<file path="config.mk">
export PLATFORM = sky130hd
export DESIGN_NAME = vx_raster_dcr_queue
export DESIGN_NICKNAME = d
export VERILOG_FILES = /design/src/rtl/vx_raster_dcr_queue_pkg.sv /design/src/rtl/vx_raster_dcr_queue_fifo.sv /design/src/rtl/vx_raster_dcr_queue.sv
export SDC_FILE = /design/constraint.sdc
export NUM_CORES = 1
export LEC_CHECK = 0
export BUFFER_PORTS_ARGS = -buffer_cell sky130_fd_sc_hd__buf_4
export CORE_ASPECT_RATIO = 1.4
export CORE_UTILIZATION = 45
export DETAILED_ROUTE_END_ITERATION = 6
export PLACE_DENSITY = 0.72
export SYNTH_ARGS = -nofsm -noshare
export SYNTH_HDL_FRONTEND = slang
export SYNTH_SLANG_ARGS = --single-unit
</file>
<file path="constraint.sdc">
create_clock -name clk -period 6.4 [get_ports clk]
set_input_delay 0.96 -clock clk [delete_from_list [all_inputs] [get_ports clk]]
set_output_delay 0.96 -clock clk [all_outputs]
set_load 0.01 [all_outputs]
</file>
<file path="src/rtl/vx_raster_dcr_queue_pkg.sv">
// Raster DCR address map, configuration record and shadow reset value
// shared by the raster DCR queue and its storage.
package vx_raster_dcr_queue_pkg;

  localparam int DCR_ADDR_BITS        = 12;
  localparam int RASTER_DCR_DATA_BITS = 32;
  localparam int RASTER_TILE_BITS     = 16;
  localparam int RASTER_STRIDE_BITS   = 16;
  localparam int RASTER_DIM_BITS      = 12;

  localparam logic [DCR_ADDR_BITS-1:0] DCR_RASTER_TBUF_ADDR   = 12'h010;
  localparam logic [DCR_ADDR_BITS-1:0] DCR_RASTER_TILE_COUNT  = 12'h011;
  localparam logic [DCR_ADDR_BITS-1:0] DCR_RASTER_PBUF_ADDR   = 12'h012;
  localparam logic [DCR_ADDR_BITS-1:0] DCR_RASTER_PBUF_STRIDE = 12'h013;
  localparam logic [DCR_ADDR_BITS-1:0] DCR_RASTER_SCISSOR_X   = 12'h014;
  localparam logic [DCR_ADDR_BITS-1:0] DCR_RASTER_SCISSOR_Y   = 12'h015;
  localparam logic [DCR_ADDR_BITS-1:0] DCR_RASTER_COMMIT      = 12'h016;
  localparam logic [DCR_ADDR_BITS-1:0] DCR_RASTER_STATUS      = 12'h017;

  typedef struct packed {
    logic [RASTER_DCR_DATA_BITS-1:0] tbuf_addr;
    logic [RASTER_DCR_DATA_BITS-1:0] pbuf_addr;
    logic [RASTER_TILE_BITS-1:0]     tile_count;
    logic [RASTER_STRIDE_BITS-1:0]   pbuf_stride;
    logic [RASTER_DIM_BITS-1:0]      dst_xmin;
    logic [RASTER_DIM_BITS-1:0]      dst_xmax;
    logic [RASTER_DIM_BITS-1:0]      dst_ymin;
    logic [RASTER_DIM_BITS-1:0]      dst_ymax;
  } raster_dcrs_t;

  typedef enum logic [1:0] {
    OCC_EMPTY   = 2'd0,
    OCC_PARTIAL = 2'd1,
    OCC_FULL    = 2'd2
  } occ_state_e;

  // Scissor max fields reset to all-ones so an unprogrammed scissor clips nothing.
  localparam raster_dcrs_t RASTER_DCR_RESET = '{
    tbuf_addr:   {RASTER_DCR_DATA_BITS{1'b0}},
    pbuf_addr:   {RASTER_DCR_DATA_BITS{1'b0}},
    tile_count:  {RASTER_TILE_BITS{1'b0}},
    pbuf_stride: {RASTER_STRIDE_BITS{1'b0}},
    dst_xmin:    {RASTER_DIM_BITS{1'b0}},
    dst_xmax:    {RASTER_DIM_BITS{1'b1}},
    dst_ymin:    {RASTER_DIM_BITS{1'b0}},
    dst_ymax:    {RASTER_DIM_BITS{1'b1}}
  };

endpackage

</file>
<file path="src/rtl/vx_raster_dcr_queue_fifo.sv">
// Pointer-based storage for committed configurations; occupancy is tracked
// by the caller, which never pushes when full or pops when empty.
module vx_raster_dcr_queue_fifo #(
  parameter int DATAW = 8,
  parameter int DEPTH = 2
) (
  input  logic             clk,
  input  logic             reset,
  input  logic             push,
  input  logic             pop,
  input  logic [DATAW-1:0] data_in,
  output logic [DATAW-1:0] data_out
);

  localparam int PTRW = (DEPTH > 1) ? $clog2(DEPTH) : 1;

  logic [DATAW-1:0] mem_q [DEPTH];
  logic [PTRW-1:0]  wr_ptr_q, wr_ptr_d;
  logic [PTRW-1:0]  rd_ptr_q, rd_ptr_d;

  always_comb begin
    wr_ptr_d = wr_ptr_q;
    rd_ptr_d = rd_ptr_q;
    if (push) begin
      wr_ptr_d = (wr_ptr_q == PTRW'(DEPTH - 1)) ? {PTRW{1'b0}} : wr_ptr_q + {{(PTRW-1){1'b0}}, 1'b1};
    end
    if (pop) begin
      rd_ptr_d = (rd_ptr_q == PTRW'(DEPTH - 1)) ? {PTRW{1'b0}} : rd_ptr_q + {{(PTRW-1){1'b0}}, 1'b1};
    end
  end

  always_ff @(posedge clk) begin
    if (reset) begin
      wr_ptr_q <= {PTRW{1'b0}};
      rd_ptr_q <= {PTRW{1'b0}};
    end else begin
      wr_ptr_q <= wr_ptr_d;
      rd_ptr_q <= rd_ptr_d;
    end
  end

  always_ff @(posedge clk) begin
    if (push) begin
      mem_q[wr_ptr_q] <= data_in;
    end
  end

  assign data_out = mem_q[rd_ptr_q];

endmodule

</file>
<file path="src/rtl/vx_raster_dcr_queue.sv">
// Raster DCR shadow plus a queue of committed configurations so the host can
// program draw N+1 while draw N is consumed by the raster front-end.
module vx_raster_dcr_queue
  import vx_raster_dcr_queue_pkg::*;
#(
  parameter int NUM_CTX = 2
) (
  input  logic                            clk,
  input  logic                            reset,
  input  logic                            dcr_write_valid,
  input  logic [DCR_ADDR_BITS-1:0]        dcr_write_addr,
  input  logic [31:0]                     dcr_write_data,
  output logic                            cfg_valid,
  output raster_dcrs_t                    cfg_dcrs,
  input  logic                            cfg_ready,
  output logic [$clog2(NUM_CTX+1)-1:0]    cfg_count,
  output logic                            overflow
);

  localparam int CNTW = $clog2(NUM_CTX + 1);

  raster_dcrs_t  shadow_q, shadow_d;
  logic [CNTW-1:0] count_q, count_d;
  occ_state_e    occ_q, occ_d;
  logic          valid_q, valid_d;
  logic          overflow_q, overflow_d;
  logic          commit, status_wr, push, pop, drop;

  always_comb begin
    shadow_d  = shadow_q;
    commit    = 1'b0;
    status_wr = 1'b0;
    if (dcr_write_valid) begin
      case (dcr_write_addr)
        DCR_RASTER_TBUF_ADDR:   shadow_d.tbuf_addr   = dcr_write_data[RASTER_DCR_DATA_BITS-1:0];
        DCR_RASTER_PBUF_ADDR:   shadow_d.pbuf_addr   = dcr_write_data[RASTER_DCR_DATA_BITS-1:0];
        DCR_RASTER_TILE_COUNT:  shadow_d.tile_count  = dcr_write_data[RASTER_TILE_BITS-1:0];
        DCR_RASTER_PBUF_STRIDE: shadow_d.pbuf_stride = dcr_write_data[RASTER_STRIDE_BITS-1:0];
        DCR_RASTER_SCISSOR_X: begin
          shadow_d.dst_xmin = dcr_write_data[0 +: RASTER_DIM_BITS];
          shadow_d.dst_xmax = dcr_write_data[16 +: RASTER_DIM_BITS];
        end
        DCR_RASTER_SCISSOR_Y: begin
          shadow_d.dst_ymin = dcr_write_data[0 +: RASTER_DIM_BITS];
          shadow_d.dst_ymax = dcr_write_data[16 +: RASTER_DIM_BITS];
        end
        DCR_RASTER_COMMIT: commit    = 1'b1;
        DCR_RASTER_STATUS: status_wr = 1'b1;
        default: ;
      endcase
    end
  end

  // A pop frees the slot in the same cycle, so a commit into a full queue
  // still succeeds when the consumer is draining.
  always_comb begin
    pop  = valid_q && cfg_ready;
    push = commit && ((occ_q != OCC_FULL) || pop);
    drop = commit && (occ_q == OCC_FULL) && !pop;

    case ({push, pop})
      2'b10:   count_d = count_q + {{(CNTW-1){1'b0}}, 1'b1};
      2'b01:   count_d = count_q - {{(CNTW-1){1'b0}}, 1'b1};
      default: count_d = count_q;
    endcase

    if (count_d == {CNTW{1'b0}}) begin
      occ_d = OCC_EMPTY;
    end else if (count_d == CNTW'(NUM_CTX)) begin
      occ_d = OCC_FULL;
    end else begin
      occ_d = OCC_PARTIAL;
    end

    valid_d = (count_d != {CNTW{1'b0}});

    if (status_wr) begin
      overflow_d = 1'b0;
    end else if (drop) begin
      overflow_d = 1'b1;
    end else begin
      overflow_d = overflow_q;
    end
  end

  always_ff @(posedge clk) begin
    if (reset) begin
      shadow_q   <= RASTER_DCR_RESET;
      count_q    <= {CNTW{1'b0}};
      occ_q      <= OCC_EMPTY;
      valid_q    <= 1'b0;
      overflow_q <= 1'b0;
    end else begin
      shadow_q   <= shadow_d;
      count_q    <= count_d;
      occ_q      <= occ_d;
      valid_q    <= valid_d;
      overflow_q <= overflow_d;
    end
  end

  vx_raster_dcr_queue_fifo #(
    .DATAW ($bits(raster_dcrs_t)),
    .DEPTH (NUM_CTX)
  ) u_fifo (
    .clk      (clk),
    .reset    (reset),
    .push     (push),
    .pop      (pop),
    .data_in  (shadow_q),
    .data_out (cfg_dcrs)
  );

  assign cfg_valid = valid_q;
  assign cfg_count = count_q;
  assign overflow  = overflow_q;

endmodule

</file>
# After elaboration in Yosys (flattened, before gate mapping)
# Memories as Yosys holds them, arrays and structs flattened. A register that Yosys moved wholly into a read port is not among the register bits.
# Cells that the tools add are included.
[totals]
ff_bits = 152
mem_bits_rw = 288
in_bits = 48
output_inout_bits = 148
elab_cells = 60
n_memories = 1
[classes]
addsub = 4
eq_ne = 13
mux = 12
reduce_logical = 16
[mem_list]
columns = ["memory", "depth", "width", "rd", "rd_clocked_by_memory_dff", "write_ports", "line_no", "text"]
rows = [
  ["u_fifo.mem_q", 2, 144, 1, 1, 1, "vx_raster_dcr_queue_fifo.sv:17", "logic [DATAW-1:0] mem_q [DEPTH];"],
]
[ops]
columns = ["operator", "n"]
rows = [
  ["equality test 12 x 5 -> 1 bit (second input constant)", 8],
  ["AND reduction 2 bit", 6],
  ["2-to-1 mux 1 bit", 10],
  ["equality test 2 bit (second input constant)", 3],
  ["logical AND 1 bit", 4],
  ["one-hot mux 2 bit (2 select lines)", 1],
  ["OR reduction 2 bit", 2],
  ["adder 1 bit (second input constant)", 2],
  ["adder 2 x 1 -> 2 bit (second input constant)", 1],
  ["equality test 2 x 1 -> 1 bit (second input constant)", 1],
  ["logical NOT 2 bit", 1],
  ["2-to-1 mux 2 bit", 1],
  ["!= test 2 bit (second input constant)", 1],
  ["nonzero test 2 bit", 1],
  ["subtractor 2 x 1 -> 2 bit (second input constant)", 1],
  ["logical NOT 1 bit", 1],
  ["logical OR 1 bit", 1],
]

# Logic depth before layout (Yosys ltp)
# Gate-level depths: netlist (run 1).
[logic_depth]
ltp_word = 8
ltp_mapped = 6
ltp_nobuf = 4

# Hierarchy
# From an unflattened synthesis (run 1), not the netlist that was laid out.
[hier_totals]
hier_cells = 1161
hier_area_um2 = 16585.9
[by_module_without_submodules]
columns = ["module", "instances", "cells_per_inst", "area_each_um2", "seq_area_each_um2"]
rows = [
  ["vx_raster_dcr_queue_fifo", 1, 458, 10726.5, 8708.4],
  ["vx_raster_dcr_queue", 1, 703, 5859.4, 3002.9],
]

# Worst setup path after synthesis (run 1)
# No wires, ideal clock.
[synth_timing]
kind = "input -> register"
from = "input port dcr_write_addr[9]"
to = "memory u_fifo.mem_q[1][0] in the netlist's numbering, enable pin"
setup_ns = 0.521
arrival_time_ns = 5.451
required_time_ns = 5.879
path_slack_ns = 0.428
path_stages = 3
path_buffers = 0
path_cell_list = "or4_4 -> nor4_4 -> and3_1"
[synth_between]
elab_chain_len = 6
[synth_lines]
columns = ["element", "line_no", "text"]
rows = [
  ["start, declared", "vx_raster_dcr_queue.sv:11", "input logic [DCR_ADDR_BITS-1:0] dcr_write_addr,"],
  ["equality test 12 x 5 -> 1 bit", "vx_raster_dcr_queue.sv:34", "case (dcr_write_addr)"],
  ["2-to-1 mux 1 bit", "vx_raster_dcr_queue.sv:34", ""],
  ["2-to-1 mux 1 bit", "vx_raster_dcr_queue.sv:33", "if (dcr_write_valid) begin"],
  ["logical AND 1 bit", "vx_raster_dcr_queue.sv:58", "push = commit && ((occ_q != OCC_FULL) || pop);"],
  ["2-to-1 mux 1 bit", "vx_raster_dcr_queue_fifo.sv:43", "if (push) begin"],
  ["2-to-1 mux 1 bit (not written as such)", "vx_raster_dcr_queue_fifo.sv:44", "mem_q[wr_ptr_q] <= data_in;"],
  ["end, declared", "vx_raster_dcr_queue_fifo.sv:17", ""],
]
# No other way between the ends.

==> results_dict.tcl, run 1 <==
set metrics [dict create \
    numPortBuffers 195 \
    worst_path_largest_cell_delay_ps 1020 \
    via_per_inst 5.133 \
    synth_area_mm2 0.01604 \
    start_kind "register" \
    crit_required_ps 5440 \
    initialDrtViolationCount 567 \
    clk_latency_ps 540 \
    stdcell_count 1754 \
    cts_buffer_depth 3 \
    cts_buffers 41 \
    min_period_ps 3912 \
    start_util 0.4573 \
    path_max_fanout 74 \
    worstReg2RegEnd "u_fifo.mem_q[0][76]" \
    hold_viol_final 0 \
    cts_sinks 441 \
    crit_buf_inv 2 \
    gp_congestion 0.7423 \
    power_leakage_nw 7.988 \
    dpl_cell_area_mm2 0.01796 \
    layout_common_cells "edfxtp_1, buf_4, dfxtp_1" \
    r2r_slack_ps 3980 \
    area_growth_pct 19.81 \
    die_area_mm2 0.03641 \
    synth_xor_area_frac 0.0005461 \
    drt_first_pass_iters 4 \
    p_int_w 0.004329 \
    num_vias 9003 \
    r2r-start "cfg_valid" \
    cts-hold-fix-buffers 0 \
    cts.htree.levels 2 \
    ys_warn_count 0 \
    grt.total_usage 0.1880 \
    grt-ovfl-total 0 \
    cts_tree "done" \
    cp_cell_sequence "buf_4 > mux2_2 > buf_4" \
    pre_cts_slack_ps 2234 \
    max-cap-violations 0 \
    dp_hpwl_um 21460 \
    reg2reg_depth 5 \
    powerDensity_mw_per_mm2 281.2 \
    ys_ff_latch 441 \
    final_nets 1313 \
    core_mm2 0.03507 \
    ant_nets 0 \
    crit_family "flip-flops" \
    post_cts_resized 0 \
    hold_depth 0 \
    ios 196 \
    tns_ps 0 \
    maxSlewViolCount 0 \
    p_sw_w 0.001072 \
    min_to "u_fifo.mem_q[0][130]" \
    worst_ep_arrival_time_ps 2950 \
    die_height_um 225.4 \
    num_rows 81 \
    max_freq_ghz 0.2556 \
    setup_slack_ps 2488 \
    status "completed" \
    setup_viol 0 \
    mappedNetlistNets 1119 \
    ir_worst_vdd_mv 0.2088 \
    synth-adder-area-share 0 \
    synth_cell_types 39 \
    clk_pin_slew_worst_paths_ps 60 \
    switching_share 0.1985 \
    yosys-top-cells-area "edfxtp_1, dfxtp_1, mux2_2" \
    synth_top_area_share 0.5393 \
    cp_slowest_cell "dfxtp_4" \
    syn_inst 1071 \
    hold_path_class "register to register" \
    placed_cells 1678 \
    die_w_um 161.5 \
    seqPwrFrac 0.557 \
    worstSetupPathType "register to primary output" \
    p_comb_frac 0.021 \
    stdcell_area_mm2 0.01921 \
    slew_headroom 0.1902 \
    grt_pass1_vias 9025 \
    layout_commonest_cell "edfxtp_1" \
    yosys.area.top_type "edfxtp_1" \
    grt_pass1_wl_um 51460 \
    critPathMostFrequentCell "buf_4" \
    grt_max_degree 107 \
    synth_seq_area_share 0.7303 \
    cp-end-kind "primary output" \
    wl_um 34230 \
    antenna_found_initial 3 \
    worst-slew-pin-transition_ps 1208 \
    rsz0062_at_grt "no" \
    synth-compound-area-share 0.02247 \
    clock_power_share 0.422 \
    wire_per_inst_um 19.52 \
    synth.avg_cell_area_um2 14.97 \
    postCtsSetupBuffers 0 \
    root_buffer "clkbuf_16" \
    synthSimpleGateAreaFrac 0.07599 \
    muxShareOfSynthArea 0.1555 \
    worstHoldStart "shadow_q[130]" \
    finalCritPeriodShare 0.6112 \
    synth_top_family_by_area "multiplexers" \
    skew_ps 15.37 \
    drive_gt1_frac 0.3246 \
    drc_errors 0 \
]
routing by layer:
layer	GRT usage	share of wire
met4	0.07182	0.029
met1	0.2192	0.39
met3	0.03865	0.052
met2	0.3377	0.53
met5	0	0.00079
cells in the mapped netlist:
master / n
o41ai_1: 1
buf_6: 2
a21oi_1: 66
nor2_1: 101
nor4b_2: 3
nor4b_1: 1
nor4bb_1: 1
nand2b_1: 2
or3b_1: 1
o2bb2ai_1: 1
a211oi_2: 1
and3b_1: 1
or4_1: 1
inv_1: 1
mux2_2: 144
edfxtp_1: 288
or4_4: 1
nor3b_1: 1
clkbuf_1: 42
nand3b_1: 2
or4b_4: 1
dfxtp_1: 153
nand4_1: 3
and2_1: 1
or2_2: 1
nand2_1: 131
nor4_2: 1
mux2i_1: 86
nand4_2: 2
nand4b_1: 3
and3_1: 3
nand3_1: 1
mux2_1: 1
nor2b_1: 6
nor4_4: 1
buf_2: 12
xnor2_1: 1
or4bb_1: 1
nor3_1: 2
per-stage QoR:
stage,hold slack [ps],util,power [W]
final,443.3,0.5479,0.005402
after CTS,448.2,0.5478,0.005447
after detailed placement,436.4,0.5121,0.003185
after global placement,429.5,0.5121,0.003184
after global routing,461.7,0.5478,0.005556
after floorplan,425.3,-,0.003119
power by group through the flow:
stage | clock (W) | sequential (W) | combinational [W]
after floorplan | 0 | 0.00306 | 0.0000586
after global routing | 0.00243 | 0.00301 | 0.000123
after global placement | 0 | 0.00307 | 0.000116
after CTS | 0.00232 | 0.00301 | 0.000117
final | 0.00228 | 0.00301 | 0.000115
after detailed placement | 0 | 0.00307 | 0.000117
area by class of cell:
type / instances / area (um2)
clock buffer: 63 / 1191
clock inverter: 12 / 61.31
multi-input combinational: 573 / 4106
tap: 456 / 570.5
antenna: 1 / 2.502
fill: 2930 / 15850
timing repair buffer: 207 / 1558
sequential: 441 / 11720
inverter: 1 / 8.758
state kept, by name (all words and copies together) (netlist names), named ones only:
signal and cells:
u_fifo.rd_ptr_q 1, u_fifo.mem_q 288, cfg_count 2, occ_q 2, overflow 1, cfg_valid 1
u_fifo.wr_ptr_q 1, shadow_q 144
worst register-to-register path, stage by stage (launching register included):
cell and delay, ps:
dfxtp_1 380, nand2_1 120, nand2_1 100, nand3b_1 170, inv_6 650, buf_4 630
cell families (layout without fill, tap and decap cells):
logic type / Yosys count / in the layout
AOI/OAI and AO/OA: 69 / 69
xor gates and xnor gates: 1 / 1
buffers and inverters: 57 / 283
DFF: 441 / 441
muxes: 231 / 231
other: 0 / 1
and+or+nand+nor: 272 / 272
how the worst max path moves through the flow:
stage / startpoint / to / slack [ps] / cells after the start
after global placement: dcr_write_addr[9] / u_fifo.mem_q[0][129] / 2300 / 6
after floorplan: dcr_write_addr[9] / u_fifo.mem_q[1][0] / 430 / 3
after global routing: register / cfg_dcrs[122] / 2340 / 3
final: register / cfg_dcrs[47] / 2490 / 3
after detailed placement: dcr_write_addr[9] / u_fifo.mem_q[0][99] / 2230 / 6
after CTS: register / cfg_dcrs[21] / 2430 / 3
Power figures use the tool's default switching activity.
==> run 2, diff against run 1 <==
clock period = 3.7 ns   (was 6.4 ns; I/O delays follow)
==> run 2 against run 1 <==
Register-to-register slack lost 2000 ps. Count of clock-buffer cells in the layout shrank 7. Worst setup slack lost 1700 ps. First-iteration DRC count shrank 8.6%. Core utilization grew 0.49 points. Via count shrank 0.82%. Sequential cell count is the same. Largest cell class unchanged. Highest routed layer is now met4.
==> results_dict.tcl, run 2 (same netlist as run 1, synthesis figures left out) <==
set metrics [dict create \
    start_kind "register" \
    cts_tree "done" \
    cts_sinks 441 \
    num_vias 8929 \
    top_regs "u_fifo.mem_q (288), shadow_q (144)" \
    path_max_fanout 44 \
    p_int_w 0.007558 \
    drive_gt1_frac 0.3313 \
    power_leakage_nw 8.069 \
    cts-hold-fix-buffers 0 \
    die_w_um 161.5 \
    nFillCells 2901 \
    max_freq_ghz 0.3415 \
    stdcell_area_mm2 0.01938 \
    clk_pin_slew_worst_paths_ps 60 \
    cp_slowest_cell "dfxtp_4" \
    ios 196 \
    whs_ps 284.9 \
    post_cts_resized 0 \
    clock_power_share 0.424 \
    setup_viol 0 \
    dpl_cell_area_mm2 0.01814 \
    largest-register "u_fifo.mem_q" \
    maxSlewViolCount 0 \
    status "completed" \
    crit_required_ps 3140 \
    layout_common_cells "edfxtp_1, buf_4, dfxtp_1" \
    worst-slew-pin-transition_ps 893.6 \
    area_growth_pct 20.88 \
    ff_latch_area_mm2 0.01172 \
    initialDrtViolationCount 518 \
    wire_per_inst_um 19.26 \
    cp-end-kind "primary output" \
    switching_share 0.1949 \
    ant_nets 0 \
    multi_input_area_mm2 0.004106 \
    hold_depth 3 \
    grt.total_usage 0.1871 \
    p_comb_frac 0.022 \
    tns_ps 0 \
    via_per_inst 5.065 \
    rsz0062_at_grt "no" \
    worst_ep_arrival_time_ps 2370 \
    drt_first_pass_iters 5 \
    layout_commonest_cell "edfxtp_1" \
    worstSetupPathType "register to primary output" \
    wl_um 33950 \
    cts.htree.levels 2 \
    cts_buffer_depth 3 \
    worst_path_largest_cell_delay_ps 790 \
    clk_latency_ps 550 \
    antenna_found_initial 0 \
    numPortBuffers 195 \
    hold_viol_final 0 \
    start_util 0.4573 \
    min_period_ps 2928 \
    reg2reg_depth 5 \
    core_mm2 0.03507 \
    ir_worst_vdd_mv 0.3207 \
    num_rows 81 \
    cts_buffers 40 \
    grt_max_degree 112 \
    cp_cell_sequence "buf_4 > mux2_2 > buf_4" \
    drc_errors 0 \
    slew_headroom 0.4017 \
    critPathMostFrequentCell "buf_4" \
    gp_congestion 0.7526 \
    grt-ovfl-total 0 \
    hold_path_class "input pin to register" \
    grt_pass1_wl_um 51250 \
    skew_ps 20.31 \
    seqPwrFrac 0.553 \
    grt_pass1_vias 8965 \
    largest_reg_flops 288 \
    p_sw_w 0.001830 \
    diodes 0 \
    final_nets 1326 \
    dp_hpwl_um 21690 \
    stdcell_count 1763 \
    root_buffer "clkbuf_16" \
    finalCritPeriodShare 0.7913 \
    total_power_w 0.009388 \
    powerDensity_mw_per_mm2 484.3 \
    die_height_um 225.4 \
    max-cap-violations 0 \
    die_area_mm2 0.03641 \
    placed_cells 1692 \
    postCtsSetupBuffers 0 \
]
[run 2: power groups by stage]
| stage | clock, W | sequential, W | combinational (W) |
|---|---|---|---|
| 2_1_floorplan | 0 | 0.00529 | 0.000101 |
| 3_3_place_gp | 0 | 0.00530 | 0.000210 |
| 3_5_place_dp | 0 | 0.00530 | 0.000212 |
| 4_1_cts | 0.00404 | 0.00519 | 0.000213 |
| 5_1_grt | 0.00424 | 0.00519 | 0.000223 |
| 6_report | 0.00399 | 0.00519 | 0.000209 |
[run 2: routing by layer]
metal,global-route usage,wire length [um]
met1,0.2214,13380
met5,0,0
met4,0.07091,987
met3,0.03000,1544
met2,0.3391,18040
[run 2: worst max-delay path: cells and delay by family, from the launching register on]
| family | cells | cell delay (ps) |
|---|---|---|
| buffers and inverters | 2 | 590 |
| DFF | 1 | 790 |
| muxes | 1 | 420 |
[run 2: worst paths after layout]
path / startpoint / to / slack (ps)
max: register / cfg_dcrs[95] / 770
min: dcr_write_data[28] / shadow_q[140] / 280
max reg2reg: cfg_valid / u_fifo.mem_q[0][130] / 1950
min reg2reg: shadow_q[141] / u_fifo.mem_q[1][141] / 450
[run 2: layout make-up]
type                    count  share of cell area
clock buffers              56             0.05686
clock inverters            15            0.007487
inverters                   1           0.0003873
multi-input cells         573              0.2118
flip-flops and latches    441              0.6043
well taps                 456             0.02943
repair buffers            221             0.08965
[run 2: through the flow]
stage | worst slack (ps) | utilization
global placement | 613.3 | 0.5172
global route | 668.3 | 0.5528
floorplan | 6.014 | -
CTS | 739.3 | 0.5528
finish | 772.2 | 0.5528
detailed placement | 610.4 | 0.5172
==> run 3, diff against run 2 <==
PLACE_DENSITY = 0.75   (was 0.72)
clock period = 2.55 ns   (was 3.7 ns; I/O delays follow)
==> run 3 against run 2 <==
Sequential cell count stayed put. Combinational power is 53% higher. Cell count is 0.91% higher. Die area stayed put. Core utilization is 0.97 points higher. Worst hold slack worse by 170 ps. Clock skew is 1.2 ps lower. Count of clock-buffer cells in the layout is 9 lower. Worst setup slack worse by 560 ps. Critical endpoint is now cfg_dcrs[34]. Highest routed layer unchanged.
==> results_dict.tcl, run 3 (same netlist as run 1, synthesis figures left out) <==
set metrics [dict create \
    finalCritPeriodShare 0.9183 \
    largest-register "u_fifo.mem_q" \
    stdcell_count 1779 \
    powerDensity_mw_per_mm2 700.3 \
    gp_congestion 0.7646 \
    worstSetupPathType "register to primary output" \
    drc_errors 0 \
    wire_per_inst_um 19.31 \
    antenna_found_initial 1 \
    crit_required_ps 2170 \
    hold_viol_final 0 \
    clk_latency_ps 530 \
    cp-end-kind "primary output" \
    post-route-util 0.5625 \
    r2r-start "occ_q[1]" \
    ios 196 \
    cts_tree "done" \
    grt.total_usage 0.1883 \
    worst-slew-pin-transition_ps 868.4 \
    slew_headroom 0.4210 \
    numPortBuffers 195 \
    layout_common_cells "edfxtp_1, buf_4, dfxtp_1" \
    drive_gt1_frac 0.3457 \
    maxSlewViolCount 0 \
    ir_worst_vdd_mv 0.5650 \
    post_cts_resized 0 \
    setup_viol 0 \
    routed-wl-met2_um 18690 \
    largest_reg_flops 288 \
    grt_pass1_vias 9044 \
    path_max_fanout 19 \
    placed_cells 1706 \
    wl_um 34360 \
    power_leakage_nw 8.209 \
    die_w_um 161.5 \
    drt_first_pass_iters 5 \
    grt_max_degree 66 \
    tns_ps 0 \
    area_growth_pct 23.01 \
    status "completed" \
    max-cap-violations 0 \
    cts.htree.levels 2 \
    max_freq_ghz 0.4270 \
    reg2reg_depth 6 \
    min_period_ps 2342 \
    cts_buffers 40 \
    die_area_mm2 0.03641 \
    cts-hold-fix-buffers 0 \
    whs_ps 118.5 \
    grt-ovfl-total 0 \
    die_height_um 225.4 \
    cts_buffer_depth 3 \
    crit_end "cfg_dcrs[34]" \
    dp_hpwl_um 22620 \
    num_vias 9104 \
    start_kind "register" \
    clk_pin_slew_worst_paths_ps 70 \
    start_util 0.4573 \
    root_buffer "clkbuf_16" \
    wl_met1_um 13350 \
    initialDrtViolationCount 432 \
    core_mm2 0.03507 \
    worst_ep_arrival_time_ps 1960 \
    total_power_w 0.01381 \
    hold_path_class "input pin to register" \
    via_per_inst 5.117 \
    highest_layer "met4" \
    route.met3.wl_um 1502 \
    layout_commonest_cell "edfxtp_1" \
    grt_pass1_wl_um 51480 \
    cts_sinks 441 \
    top_regs "u_fifo.mem_q (288), shadow_q (144)" \
    r2r_slack_ps 940 \
    num_rows 81 \
    worstReg2RegEnd "u_fifo.mem_q[0][113]" \
    final_nets 1341 \
    skew_ps 19.12 \
    rsz0062_at_grt "no" \
    ant_nets 0 \
]
## run 3: changes by cell type in the layout (fill, tap and decap cells not counted), sizes merged
cell      previous run  this run
clkbuf              56        47
clkinv              11        15
diode                0         1
buf                221       236
clkinvlp             1         5
bufinv               3         4
## run 3: layer usage
layer / GRT usage / vias up
li1: - / 4311
met1: 0.2176 / 4505
met2: 0.3533 / 237
met3: 0.02668 / 51
met4: 0.06391 / 0
met5: 0 / -
## run 3: worst min path at each step
stage,startpoint,endpoint,slack [ps],cells past startpoint
after global placement,shadow_q[128],u_fifo.mem_q[0][128],430,0
after detailed placement,shadow_q[114],u_fifo.mem_q[1][114],440,0
final,dcr_write_data[28],shadow_q[108],120,3
after floorplan,shadow_q[12],u_fifo.mem_q[0][12],430,0
after CTS,dcr_write_data[28],shadow_q[108],100,3
after global routing,dcr_write_data[28],shadow_q[108],120,3
## run 3: what timing repair did
item,4_1_cts,5_1_grt
hold endpoints to repair,0,0
buffers inserted,0,1
endpoints found under the setup margin,0,4
## run 3: report_power, final
| part | internal [W] | switching, W |
|---|---|---|
| clock | 0.00345 | 0.00252 |
| combinational | 0.000135 | 0.000184 |
| sequential | 0.00752 | 0.0000110 |
| total | 0.0111 | 0.00271 |
## run 3: layout make-up
class,instances,area [um2]
clock inverters,24,241.5
diodes,1,2.502
inverters,1,7.507
clock buffers,47,1079
flip-flops and latches,441,11720
fillers,2775,15340
well taps,456,570.5
multi-input cells,573,4106
repair buffers,236,2004
## run 3: critical path, stage by stage (launching register included)
cell,delay [ps]
dfxtp_4,540
buf_4,340
mux2_2,400
buf_4,150
## run 3: per-stage QoR
step,instance area [um2],setup WS (ps)
2_1_floorplan,16050,-956.5
4_1_cts,19710,19.79
3_3_place_gp,18390,90.69
3_5_place_dp,18390,64.71
6_report,19730,208.3
5_1_grt,19730,121.3
